--- src/rtl/ro_sample_ctrl.sv ---
`default_nettype none
// ============================================================================
//  Module      : ro_sample_ctrl
//  Description : Sequencer for ring-oscillator sampling runs. On a go pulse,
//                it produces num_samples samples. For each sample it clears
//                the RO edge counter, then lets the counter run for a window
//                of collect_cycles clocks. It then captures the count and
//                hands the count to the DMA write path with a valid/ready
//                handshake. An optional RSA start pulse fires at the
//                beginning of a run.
//
//  Ports       : clk, rst            - clock, synchronous active-high reset
//                go                  - single-cycle run start (IDLE only)
//                num_samples         - samples per run (0 = immediate done)
//                collect_cycles      - count window length (0 treated as 1)
//                switcher_en         - switcher activity request
//                rsa_go              - request an rsa_start pulse per run
//                ro_clr, ro_en       - RO edge counter clear / enable
//                ro_count            - RO edge counter value
//                wr_valid, wr_ready  - sample handshake towards DMA
//                wr_data             - captured sample
//                rsa_start           - one-cycle RSA start pulse
//                switcher_act        - switcher activity enable
//                busy, done          - run status
//
//  Options     : RO_SWITCHER_EN - when defined, switcher_act follows ro_en
//                                 gated by switcher_en; otherwise tied low.
//
//  Revision    : 1.0 - initial release
// ============================================================================
module ro_sample_ctrl #(
    parameter int SIZE_WIDTH  = 32,
    parameter int COUNT_WIDTH = 32
) (
    input  logic                   clk,
    input  logic                   rst,
    input  logic                   go,
    input  logic [SIZE_WIDTH-1:0]  num_samples,
    input  logic [SIZE_WIDTH-1:0]  collect_cycles,
    input  logic                   switcher_en,
    input  logic                   rsa_go,
    output logic                   ro_clr,
    output logic                   ro_en,
    input  logic [COUNT_WIDTH-1:0] ro_count,
    output logic                   wr_valid,
    input  logic                   wr_ready,
    output logic [COUNT_WIDTH-1:0] wr_data,
    output logic                   rsa_start,
    output logic                   switcher_act,
    output logic                   busy,
    output logic                   done
);

    typedef enum logic [2:0] {
        S_IDLE    = 3'd0,
        S_CLEAR   = 3'd1,
        S_COLLECT = 3'd2,
        S_CAPTURE = 3'd3,
        S_WRITE   = 3'd4,
        S_FINISH  = 3'd5
    } state_t;

    localparam logic [SIZE_WIDTH-1:0] c_one = SIZE_WIDTH'(1);

    state_t                   r_state;
    state_t                   w_state_nxt;

    logic [SIZE_WIDTH-1:0]    r_num;
    logic [SIZE_WIDTH-1:0]    r_cycles;
    logic [SIZE_WIDTH-1:0]    r_win;
    logic [SIZE_WIDTH-1:0]    r_idx;

    logic                     r_ro_clr;
    logic                     r_ro_en;
    logic                     r_wr_valid;
    logic [COUNT_WIDTH-1:0]   r_wr_data;
    logic                     r_rsa_start;
    logic                     r_switcher_act;
    logic                     r_busy;
    logic                     r_done;

    logic                     w_accept;
    logic                     w_zero_go;
    logic                     w_handshake;
    logic                     w_last;
    logic [SIZE_WIDTH-1:0]    w_win_load;
    logic                     w_ro_clr_nxt;
    logic                     w_ro_en_nxt;
    logic                     w_wr_valid_nxt;
    logic                     w_rsa_nxt;
    logic                     w_sw_nxt;
    logic                     w_busy_nxt;
    logic                     w_unused;

    assign w_accept    = (r_state == S_IDLE) && go && (num_samples != '0);
    assign w_zero_go   = (r_state == S_IDLE) && go && (num_samples == '0);
    // r_wr_valid is only ever high while in WRITE.
    assign w_handshake = r_wr_valid && wr_ready;
    // r_num is non-zero whenever a run is active, so num-1 cannot underflow.
    assign w_last      = (r_idx == (r_num - c_one));
    // A zero window still counts for one cycle.
    assign w_win_load  = (r_cycles == '0) ? c_one : r_cycles;
    assign w_unused    = switcher_en;

    // Next state and next-cycle output values. Outputs are registered from
    // the next state so that they line up exactly with the state they decode.
    always_comb begin
        w_state_nxt = r_state;
        unique case (r_state)
            S_IDLE:    if (w_accept) w_state_nxt = S_CLEAR;
            S_CLEAR:   w_state_nxt = S_COLLECT;
            S_COLLECT: if (r_win == c_one) w_state_nxt = S_CAPTURE;
            S_CAPTURE: w_state_nxt = S_WRITE;
            S_WRITE:   if (w_handshake) w_state_nxt = w_last ? S_FINISH : S_CLEAR;
            S_FINISH:  w_state_nxt = S_IDLE;
            default:   w_state_nxt = S_IDLE;
        endcase

        w_ro_clr_nxt   = (w_state_nxt == S_CLEAR);
        w_ro_en_nxt    = (w_state_nxt == S_COLLECT);
        w_wr_valid_nxt = (w_state_nxt == S_WRITE);
        w_busy_nxt     = (w_state_nxt != S_IDLE);
        // Only the IDLE->CLEAR entry is the first CLEAR of a run.
        w_rsa_nxt      = w_accept && rsa_go;
`ifdef RO_SWITCHER_EN
        w_sw_nxt       = switcher_en && (w_state_nxt == S_COLLECT);
`else
        w_sw_nxt       = 1'b0;
`endif
    end

    always_ff @(posedge clk) begin
        if (rst) begin
            r_state        <= S_IDLE;
            r_num          <= '0;
            r_cycles       <= '0;
            r_win          <= '0;
            r_idx          <= '0;
            r_ro_clr       <= 1'b0;
            r_ro_en        <= 1'b0;
            r_wr_valid     <= 1'b0;
            r_wr_data      <= '0;
            r_rsa_start    <= 1'b0;
            r_switcher_act <= 1'b0;
            r_busy         <= 1'b0;
            r_done         <= 1'b0;
        end else begin
            r_state        <= w_state_nxt;
            r_ro_clr       <= w_ro_clr_nxt;
            r_ro_en        <= w_ro_en_nxt;
            r_wr_valid     <= w_wr_valid_nxt;
            r_rsa_start    <= w_rsa_nxt;
            r_switcher_act <= w_sw_nxt;
            r_busy         <= w_busy_nxt;

            if (w_accept) begin
                r_num    <= num_samples;
                r_cycles <= collect_cycles;
                r_done   <= 1'b0;
            end else if (w_zero_go || (r_state == S_FINISH)) begin
                r_done   <= 1'b1;
            end

            if (w_accept) begin
                r_idx <= '0;
            end else if (w_handshake) begin
                r_idx <= r_idx + c_one;
            end

            if (r_state == S_CLEAR) begin
                r_win <= w_win_load;
            end else if (r_state == S_COLLECT) begin
                r_win <= r_win - c_one;
            end

            // ro_en is already low in CAPTURE, so the count is settled.
            if (r_state == S_CAPTURE) begin
                r_wr_data <= ro_count;
            end
        end
    end

    assign ro_clr       = r_ro_clr;
    assign ro_en        = r_ro_en;
    assign wr_valid     = r_wr_valid;
    assign wr_data      = r_wr_data;
    assign rsa_start    = r_rsa_start;
    assign switcher_act = r_switcher_act;
    assign busy         = r_busy;
    assign done         = r_done;

endmodule
`default_nettype wire
--- config.mk ---
export PLATFORM = sky130hd
export DESIGN_NAME = ro_sample_ctrl
export DESIGN_NICKNAME = d
export VERILOG_FILES = /design/src/rtl/ro_sample_ctrl.sv
export SDC_FILE = /design/constraint.sdc
export NUM_CORES = 1
export LEC_CHECK = 0
export BUFFER_PORTS_ARGS = -buffer_cell sky130_fd_sc_hd__clkbuf_2
export CORE_MARGIN = 5
export CORE_UTILIZATION = 55
export CTS_CLUSTER_DIAMETER = 120
export DETAILED_ROUTE_END_ITERATION = 7
export PLACE_DENSITY_LB_ADDON = 0.1
export SLEW_MARGIN = 10
export SYNTH_ARGS = -nofsm -noshare
export SYNTH_HDL_FRONTEND = slang
export SYNTH_SLANG_ARGS = --single-unit
--- constraint.sdc ---
create_clock -name clk -period 4.5 [get_ports clk]
set_input_delay 0.225 -clock clk [delete_from_list [all_inputs] [get_ports clk]]
set_output_delay 0.225 -clock clk [all_outputs]
set_load 0.02 [all_outputs]
# After elaboration in Yosys (flattened, before gate mapping)

Index checks and enable logic that the tools add are counted.

Add/subtract/negate cells: 3
$mul: 0
Div/mod/pow operators: 0
Magnitude comparators: 0
Eq/ne operators: 10
Shift operators: 0
Multiplexer cells: 8
Bitwise operators: 0
Reductions and logical operators: 13

Operators with widths:

| operator                | count |
|---|---|
| $mux W32                | 3 |
| $logic_not A32 Y1       | 2 |
| $sub A32 B1 Y32 const B | 2 |
| $add A32 B1 Y32 const B | 1 |
| $eq A32 B1 Y1 const B   | 1 |
| $eq A32 B32 Y1          | 1 |
| $reduce_bool A32 Y1     | 1 |
| $pmux W3 S5             | 1 |
| $mux W3                 | 4 |
| $eq A3 B2 Y1 const B    | 3 |
| $eq A3 B3 Y1 const B    | 3 |
| $eq A3 B1 Y1 const B    | 2 |
| $logic_and A1 B1 Y1     | 5 |
| $logic_not A3 Y1        | 1 |
| $reduce_bool A3 Y1      | 1 |
| $reduce_bool A2 Y1      | 1 |
| $reduce_or A2 Y1        | 1 |
| $logic_or A1 B1 Y1      | 1 |

Flip-flop bits (word level): 169
Latch bits: 0
Memory bits (writable): 0
Memory bits (read-only): 0
Output and inout bits: 39
Logic and storage cells: 46
Memories: 0

# Logic depth before layout (Yosys ltp)

Gate-level depths: netlist of the first run.

Depth in word-level cells: 6
Mapped depth: 11
Mapped depth without buffers: 10

# Least setup slack after synthesis of the first run

Ideal clock, no wire load.

Path type: reg-to-reg
From: register r_num[0]
To: register r_ro_clr, in the netlist ro_clr
Data arrival time: 2.542 ns
Data required time: 4.384 ns
Setup slack: 1.842 ns
Cell stages (with the launch flop): 11
Buffers on the path: 0
Period minus slack after synthesis: 2.658 ns
Path through: dfxtp_1 > inv_1 > ha_1 > or3b_2 > nor4_1 > nand2_1 > o31a_1 > a2111oi_0 > nand4_1 > a21o_1 > and3_1

Longest elaborated chain between the ends: 6

RTL lines:

| what                     | line | RTL |
|---|---|---|
| start: declaration       | 68   | `logic [SIZE_WIDTH-1:0] r_num;` |
| start signal: assignment | 157  | `r_num <= num_samples;` |
| $sub A32 B1 Y32          | 100  | `assign w_last = (r_idx == (r_num - c_one));` |
| $eq A32 B32 Y1           | 100  |  |
| $mux W3 (2 in series)    | 114  | `S_WRITE: if (w_handshake) w_state_nxt = w_last ? S_FINISH : S_CLEAR;` |
| $pmux W3 S5              | 109  | `unique case (r_state)` |
| $eq A3 B1 Y1             | 119  | `w_ro_clr_nxt = (w_state_nxt == S_CLEAR);` |
| end signal: assignment   | 149  | `r_ro_clr <= w_ro_clr_nxt;` |
| end: declaration         | 73   | `logic r_ro_clr;` |

No other way between the ends.
A chain may end at the register's enable or synchronous reset.

# Final worst setup path of the first run

Ends and elaborated chain as after synthesis.

==> results of run 1 <==
## placed cells by master, fill, tap and decap left out, types with 4 or more instances in the layout
cell type,instances
nand2_1,110
xor2_1,45
bufinv_16,4
nor3_1,31
ha_1,4
xnor2_1,32
o211ai_1,4
a31oi_1,5
a21oi_1,68
nand3_1,21
nand4_1,19
clkbuf_2,137
a221oi_1,9
a32oi_1,5
dlygate4sd3_1,6
or3_1,17
and3_1,10
a211oi_1,4
a311oi_1,5
o21ai_0,24
inv_1,12
nor2_1,151
nor4_1,29
dfxtp_1,169
or4_1,9
and4_1,6
nor4_2,5
o311ai_0,4
inv_6,4
and2_1,6
or2_2,4
buf_4,9
mux2i_1,65
clkbuf_16,17
## report_power, final
part	switching (mW)	total, mW	leakage [nW]	internal (mW)
Combinational	0.438	0.771	2.40	0.333
Sequential	0.102	1.68	1.38	1.58
Clock	0.607	1.57	0.304	0.967
## metrics by stage
| stage | area [um^2] | setup WS [ps] | total power [mW] |
|---|---|---|---|
| after floorplan | 8240 | 1840 | 2.27 |
| after global routing | 9740 | 1080 | 4.22 |
| after detailed placement | 9030 | 1450 | 2.47 |
| after global placement | 9030 | 1490 | 2.47 |
| final | 9740 | 1430 | 4.03 |
| after CTS | 9730 | 1400 | 4.06 |
## critical path: stages, from the launching register on
cell and delay, ps:
dfxtp_1 370, inv_1 80, ha_1 240, or3b_2 510, nor4_1 440, nand2_1 100, o31a_1 280, a2111oi_0 380
nand4_1 190, a21o_1 230, and3_1 150
## routing by layer
layer | global-route usage (%) | up-vias
met2 | 40.7 | 161
li1 | - | 3734
met4 | 8.14 | 0
met1 | 28.6 | 3460
met3 | 4.52 | 34
met5 | 0 | -
## flip-flops by register name, indices dropped and copies added (netlist names)
signal / cells
r_num: 32
r_idx: 32
wr_data: 32
wr_valid: 1
r_cycles: 32
rsa_start: 1
r_state: 3
ro_en: 1
r_win: 32
busy: 1
done: 1
ro_clr: 1
## area by class of cell
type | instances | area, um^2 | share of cell area, %
clock buffer | 20 | 457 | 4.69
clock inverter | 12 | 186 | 1.91
inverter | 12 | 45.0 | 0.463
multi-input combinational | 746 | 4600 | 47.3
sequential | 169 | 3380 | 34.7
tap | 184 | 230 | 2.36
timing repair buffer | 153 | 833 | 8.56
## repair_timing
action                                 4_1_cts  5_1_grt
endpoints found under the hold margin        5        1
setup buffers                                0        0
hold buffers                                 5        1
gates resized for setup                      0        0
## kinds of logic (layout without fill, tap and decap cells)
group / after synthesis / after routing
other: 1 / 1
DFF: 169 / 169
xor gates and xnor gates: 77 / 77
adders and majority gates: 4 / 4
muxes: 66 / 66
AOI/OAI and AO/OA: 154 / 154
and+or+nand+nor: 444 / 444
buffers and inverters: 70 / 197
## worst max-delay path by stage
| stage | start | to | slack (ps) |
|---|---|---|---|
| after floorplan | r_num[0] | ro_clr | 1840 |
| after detailed placement | r_num[0] | ro_clr | 1450 |
| after global routing | r_num[0] | ro_clr | 1080 |
| after CTS | r_num[0] | ro_clr | 1400 |
| after global placement | r_num[0] | ro_clr | 1490 |
| final | r_num[0] | ro_clr | 1430 |
==> run metrics, run 1 <==
run status complete, no violations; Max Clk Rate around 0.33 GHz; most common cell in the netlist dfxtp_1; Metal-1 WL 8780 um; Synth Instances 985; Final ANT Viol Nets 0; setup tns final 0 ps; post-route minimum period 3070 ps; Max Fanout on Critical Path 6; non-filler cells, final approximately 1.3k; Initial Util a little under three fifths; main combinational cell family by area after synthesis simple AND/OR/NAND/NOR gates; die area around 0.018 mm^2; worst hold path type input port to flip-flop; Synth Area in Compound Gates 12.0%; Power Dens Cells 414 mW/mm^2; crit path capture type flip-flop; Final nets 1205; critical path required time about 4800 ps; top cells by area, synth dfxtp_1 (41%), mux2i_1 (7.9%), nor2_1 (6.9%); Clock Skew 7.99 ps; flop2flop setup slack 1430 ps; hold path endpoint wr_data[28]; Hold Crit Depth 3; simple-gate portion of the synthesized area 26.8%; total gr overflow 0; Final Core Density roughly two thirds; clock sinks around 170; count of input and output buffers 138; cell taking the most area after synthesis dfxtp_1; fill count between 1k and 1.5k; drt wl/cell roughly 16 um; critical path class flip-flop to flip-flop; Via Count about 7.4k; synth warn 0; number of synthesized flops with an enable pin 0; highest routed layer met4; placed insts ~1.3k; final hold violations 0; Max clock buf depth 2; Min-Delay Startpoint ro_count[28]; Post-DP HPWL between 10000 and 15000 um; DRT iter0 DRCs 489; Placer Congestion roughly 0.93; WL met2 10700 um; register area share after synthesis between 40% and 50%; synthesized-area fraction occupied by adder cells less than 1%; Top Ports roughly 140; crit path DAT between 3000 and 4000 ps; number of max-cap violations 0; XOR/XNOR share of the synthesized area about 8.2%; drt first pass iters 5; Global Route Usage Sum about a quarter; synthesized flop and latch total between 150 and 200; largest net degree at the start of global routing 95; r2r endpoint ro_clr; Die Span Y around 130 um; Netlist Area Pre-Place ~0.0082 mm^2; Clock Latency Late Sink around 430 ps; maximum VDD drop just under 300 uV; Worst-path clk slew 70 ps; Routed met3 length 717 um; die span in x around 130 um; Hold WS 9.70 ps; CTS H-tree depth 4; Top FF cell, synth dfxtp_1; CTS tree built; area grow syn2layout 18.1%; r2r worst-path depth 10; vias in the first global route between 6k and 7k; row count 44; final setup fails 0; Final Slew Violations 0; drt via density 5.70; residual DRC count 0; antenna cells 0; Synth top area share 41.1%; initial antenna violation count 0; Root Buffer clkbuf_16; post-synth cell types 70; ys async rst share 0%; slew margin rel. 25.0%; average cell area after synthesis between 8 and 9 um^2; RSZ-0062 raised after global routing false; Post-Syn Nets about 1.1k; final wirelength between 20000 and 25000 um; first-pass GRT wire length ~34000 um; CORE AREA about 0.015 mm^2; portion of netlist area occupied by mux cells approximately 8.0%; fin crit share about two thirds; layout cells sized above 1 between 15 and 20%; CTS buffer count 17; worst r2r src r_num[0]; static leakage between 4 and 5 nW; Post-synth top cells dfxtp_1 (169), nor2_1 (151), nand2_1 (110); Worst-Margin Slew about 1100 ps; type of origin of the critical path flip-flop
No activity file was read; power rests on OpenSTA's default activity.
==> inputs of run 2 (changes only) <==
--- a/config.mk
+++ b/config.mk
@@ -7,7 +7,7 @@
 export LEC_CHECK = 0
 export BUFFER_PORTS_ARGS = -buffer_cell sky130_fd_sc_hd__clkbuf_2
 export CORE_MARGIN = 5
-export CORE_UTILIZATION = 55
+export CORE_UTILIZATION = 51
 export CTS_CLUSTER_DIAMETER = 120
 export DETAILED_ROUTE_END_ITERATION = 7
 export PLACE_DENSITY_LB_ADDON = 0.1
==> constraint.sdc (replaced) <==
create_clock -name clk -period 2.6 [get_ports clk]
set_input_delay 0.13 -clock clk [delete_from_list [all_inputs] [get_ports clk]]
set_output_delay 0.13 -clock clk [all_outputs]
set_load 0.02 [all_outputs]
==> run 2 against run 1 <==
Largest power group unchanged. Maximum frequency grew 19%. Clock skew increased by 4.6 ps. Clock power up 59%. Sequential power rose by 72%.
==> run metrics, run 2 (synthesized netlist as in run 1, its figures left out) <==
Placer Congestion 0.943 (+1.2%); maximum VDD drop 462 uV (+58%); Max clock buf depth 2 (unchanged); initial antenna violation count 0 (unchanged); fill count 1263 (+1.1%); worst hold path type input port to flip-flop; final setup fails 0 (unchanged); final wirelength 24700 um (+19%); Worst-path clk slew 70 ps (about the same); Hold WS 79.0 ps (+69.3 ps); layout cells sized above 1 22.5% (+4.1 points); Max Fanout on Critical Path 2 (-4); number of max-cap violations 0 (unchanged); Clock Skew 12.6 ps (+4.64 ps); static leakage 4.76 nW (+17%); DRT iter0 DRCs 584 (+19%); post-route minimum period 2580 ps (-495 ps); critical path's slowest cell or4b_1; run status complete, no violations; Post-DP HPWL 16800 um (+13%); Final nets 1356 (+13%); Via Count 8187 (+11%); CTS tree built; slowest stage delay, CP 510 ps (about the same); CORE AREA 0.0159 mm^2 (+8.9%); RSZ-0062 raised after global routing true; Final ANT Viol Nets 0 (unchanged); Max Clk Rate 0.388 GHz (+19%); Clock Latency Late Sink 430 ps (about the same); WP buf/inv 2 (+1); area grow syn2layout 36.1%; Worst-Margin Slew 602 ps (-523 ps); critical path class flip-flop to flip-flop; Worst path top cell family by delay simple AND/OR/NAND/NOR gates; Initial Util 51.9% (-4.6 points); drt via density 5.54 (-2.9%); Top Ports 141 (unchanged); CTS H-tree depth 4 (unchanged); drt first pass iters 8 (+3); slew margin rel. 59.6% (+35 points); critical path required time 2920 ps (-1900 ps); drt wl/cell 16.7 um (+4.4%); fin crit share 99.1% (+31 points); most frequent cells in the layout dfxtp_1 (166), nor2_1 (149), clkbuf_2 (137); count of input and output buffers 138 (unchanged); total gr overflow 0 (unchanged); clock sinks 169 (unchanged); Global Route Usage Sum 26.4% (+3.2 points); crit path DAT 2900 ps (-490 ps); vias in the first global route 7973 (+15%); die span in x 137 um (+3.6%); Final Slew Violations 0 (unchanged); type of origin of the critical path flip-flop; CTS buffer count 17 (unchanged); Root Buffer clkbuf_16; Setup Fix Bufs, Post-CTS 0 (unchanged); residual DRC count 0 (unchanged); leading cell type in the layout, fill and taps excluded dfxtp_1; final hold violations 0 (unchanged); antenna cells 0 (unchanged); row count 46 (+4.5%); die area 0.0188 mm^2 (+7.2%); non-filler cells, final 1479 (+14%); crit-path cells inv_1, ha_4, buf_6, nor3b_4, and3_4, nand4_1, or4b_1, a221oi_2, nand4_1, a21o_1, and3_1; setup tns final 0 ps (unchanged); CP most frequent cell nand4_1; Power Dens Cells 636 mW/mm^2 (+54%); placed insts 1350 (+7.3%); crit path capture type flip-flop; largest net degree at the start of global routing 52 (-45%); Die Span Y 137 um (+3.6%); first-pass GRT wire length 39500 um (+16%)
==> run 2: power by group <==
group | total [mW] | internal [mW] | switching, mW
Sequential | 2.89 | 2.73 | 0.154
Combinational | 1.75 | 0.850 | 0.896
Clock | 2.50 | 1.37 | 1.13
Total | 7.13 | 4.95 | 2.18
==> run 2: worst paths after layout <==
check / slack, ps / startpoint / end / depth (start not counted)
setup / recovery: 20 / r_num[1] / ro_clr / 11
hold / removal: 80 / wr_ready / r_idx[1] / 4
setup reg to reg: 20 / r_num[1] / ro_clr / 11
hold reg to reg: 450 / wr_data[21] / wr_data[21] / 2
==> run 2: layout make-up <==
| class | count | area [um^2] | share of cell area (%) |
|---|---|---|---|
| clock buffer | 19 | 443 | 3.95 |
| clock inverter | 13 | 131 | 1.17 |
| timing repair buffer | 304 | 2220 | 19.8 |
| tap | 216 | 270 | 2.41 |
| sequential | 169 | 3390 | 30.2 |
| inverter | 12 | 45.0 | 0.401 |
| multi-input combinational | 746 | 4720 | 42.1 |
==> run 2: worst reg2reg max path, stage by stage (launching register included) <==
cell,delay [ps]
dfxtp_1,310
inv_1,90
ha_4,140
buf_6,90
nor3b_4,190
and3_4,220
nand4_1,130
or4b_1,510
a221oi_2,280
nand4_1,170
a21o_1,200
and3_1,150
==> run 2: stage by stage <==
stage          area [um^2]  utilization (%)  setup slack [ps]  total power, mW
2_1_floorplan         8250                -              2.69             3.93
3_3_place_gp          9560             60.2             -84.0             4.48
3_5_place_dp          9560             60.2              -119             4.49
4_1_cts              11100             70.1              11.3             7.11
5_1_grt              11200             70.6              -122             7.47
6_report             11200             70.6              24.1             7.13
==> run 2: repair_timing <==
item | in CTS | in global routing
endpoints found under the hold margin | 97 | 0
pin swaps | 4 | 5
resized for setup | 7 | 20
hold buffers | 97 | 0
setup endpoints to repair | 2 | 3
==> run 2: metal layers <==
| metal | share of wire [%] | vias up | global-route usage [%] |
|---|---|---|---|
| met1 | 41 | 3865 | 31.8 |
| met2 | 53 | 222 | 46.6 |
| met5 | 0 | - | 0 |
| met4 | 2.7 | 0 | 10.1 |
| met3 | 4.0 | 57 | 4.96 |
| li1 | - | 4043 | - |
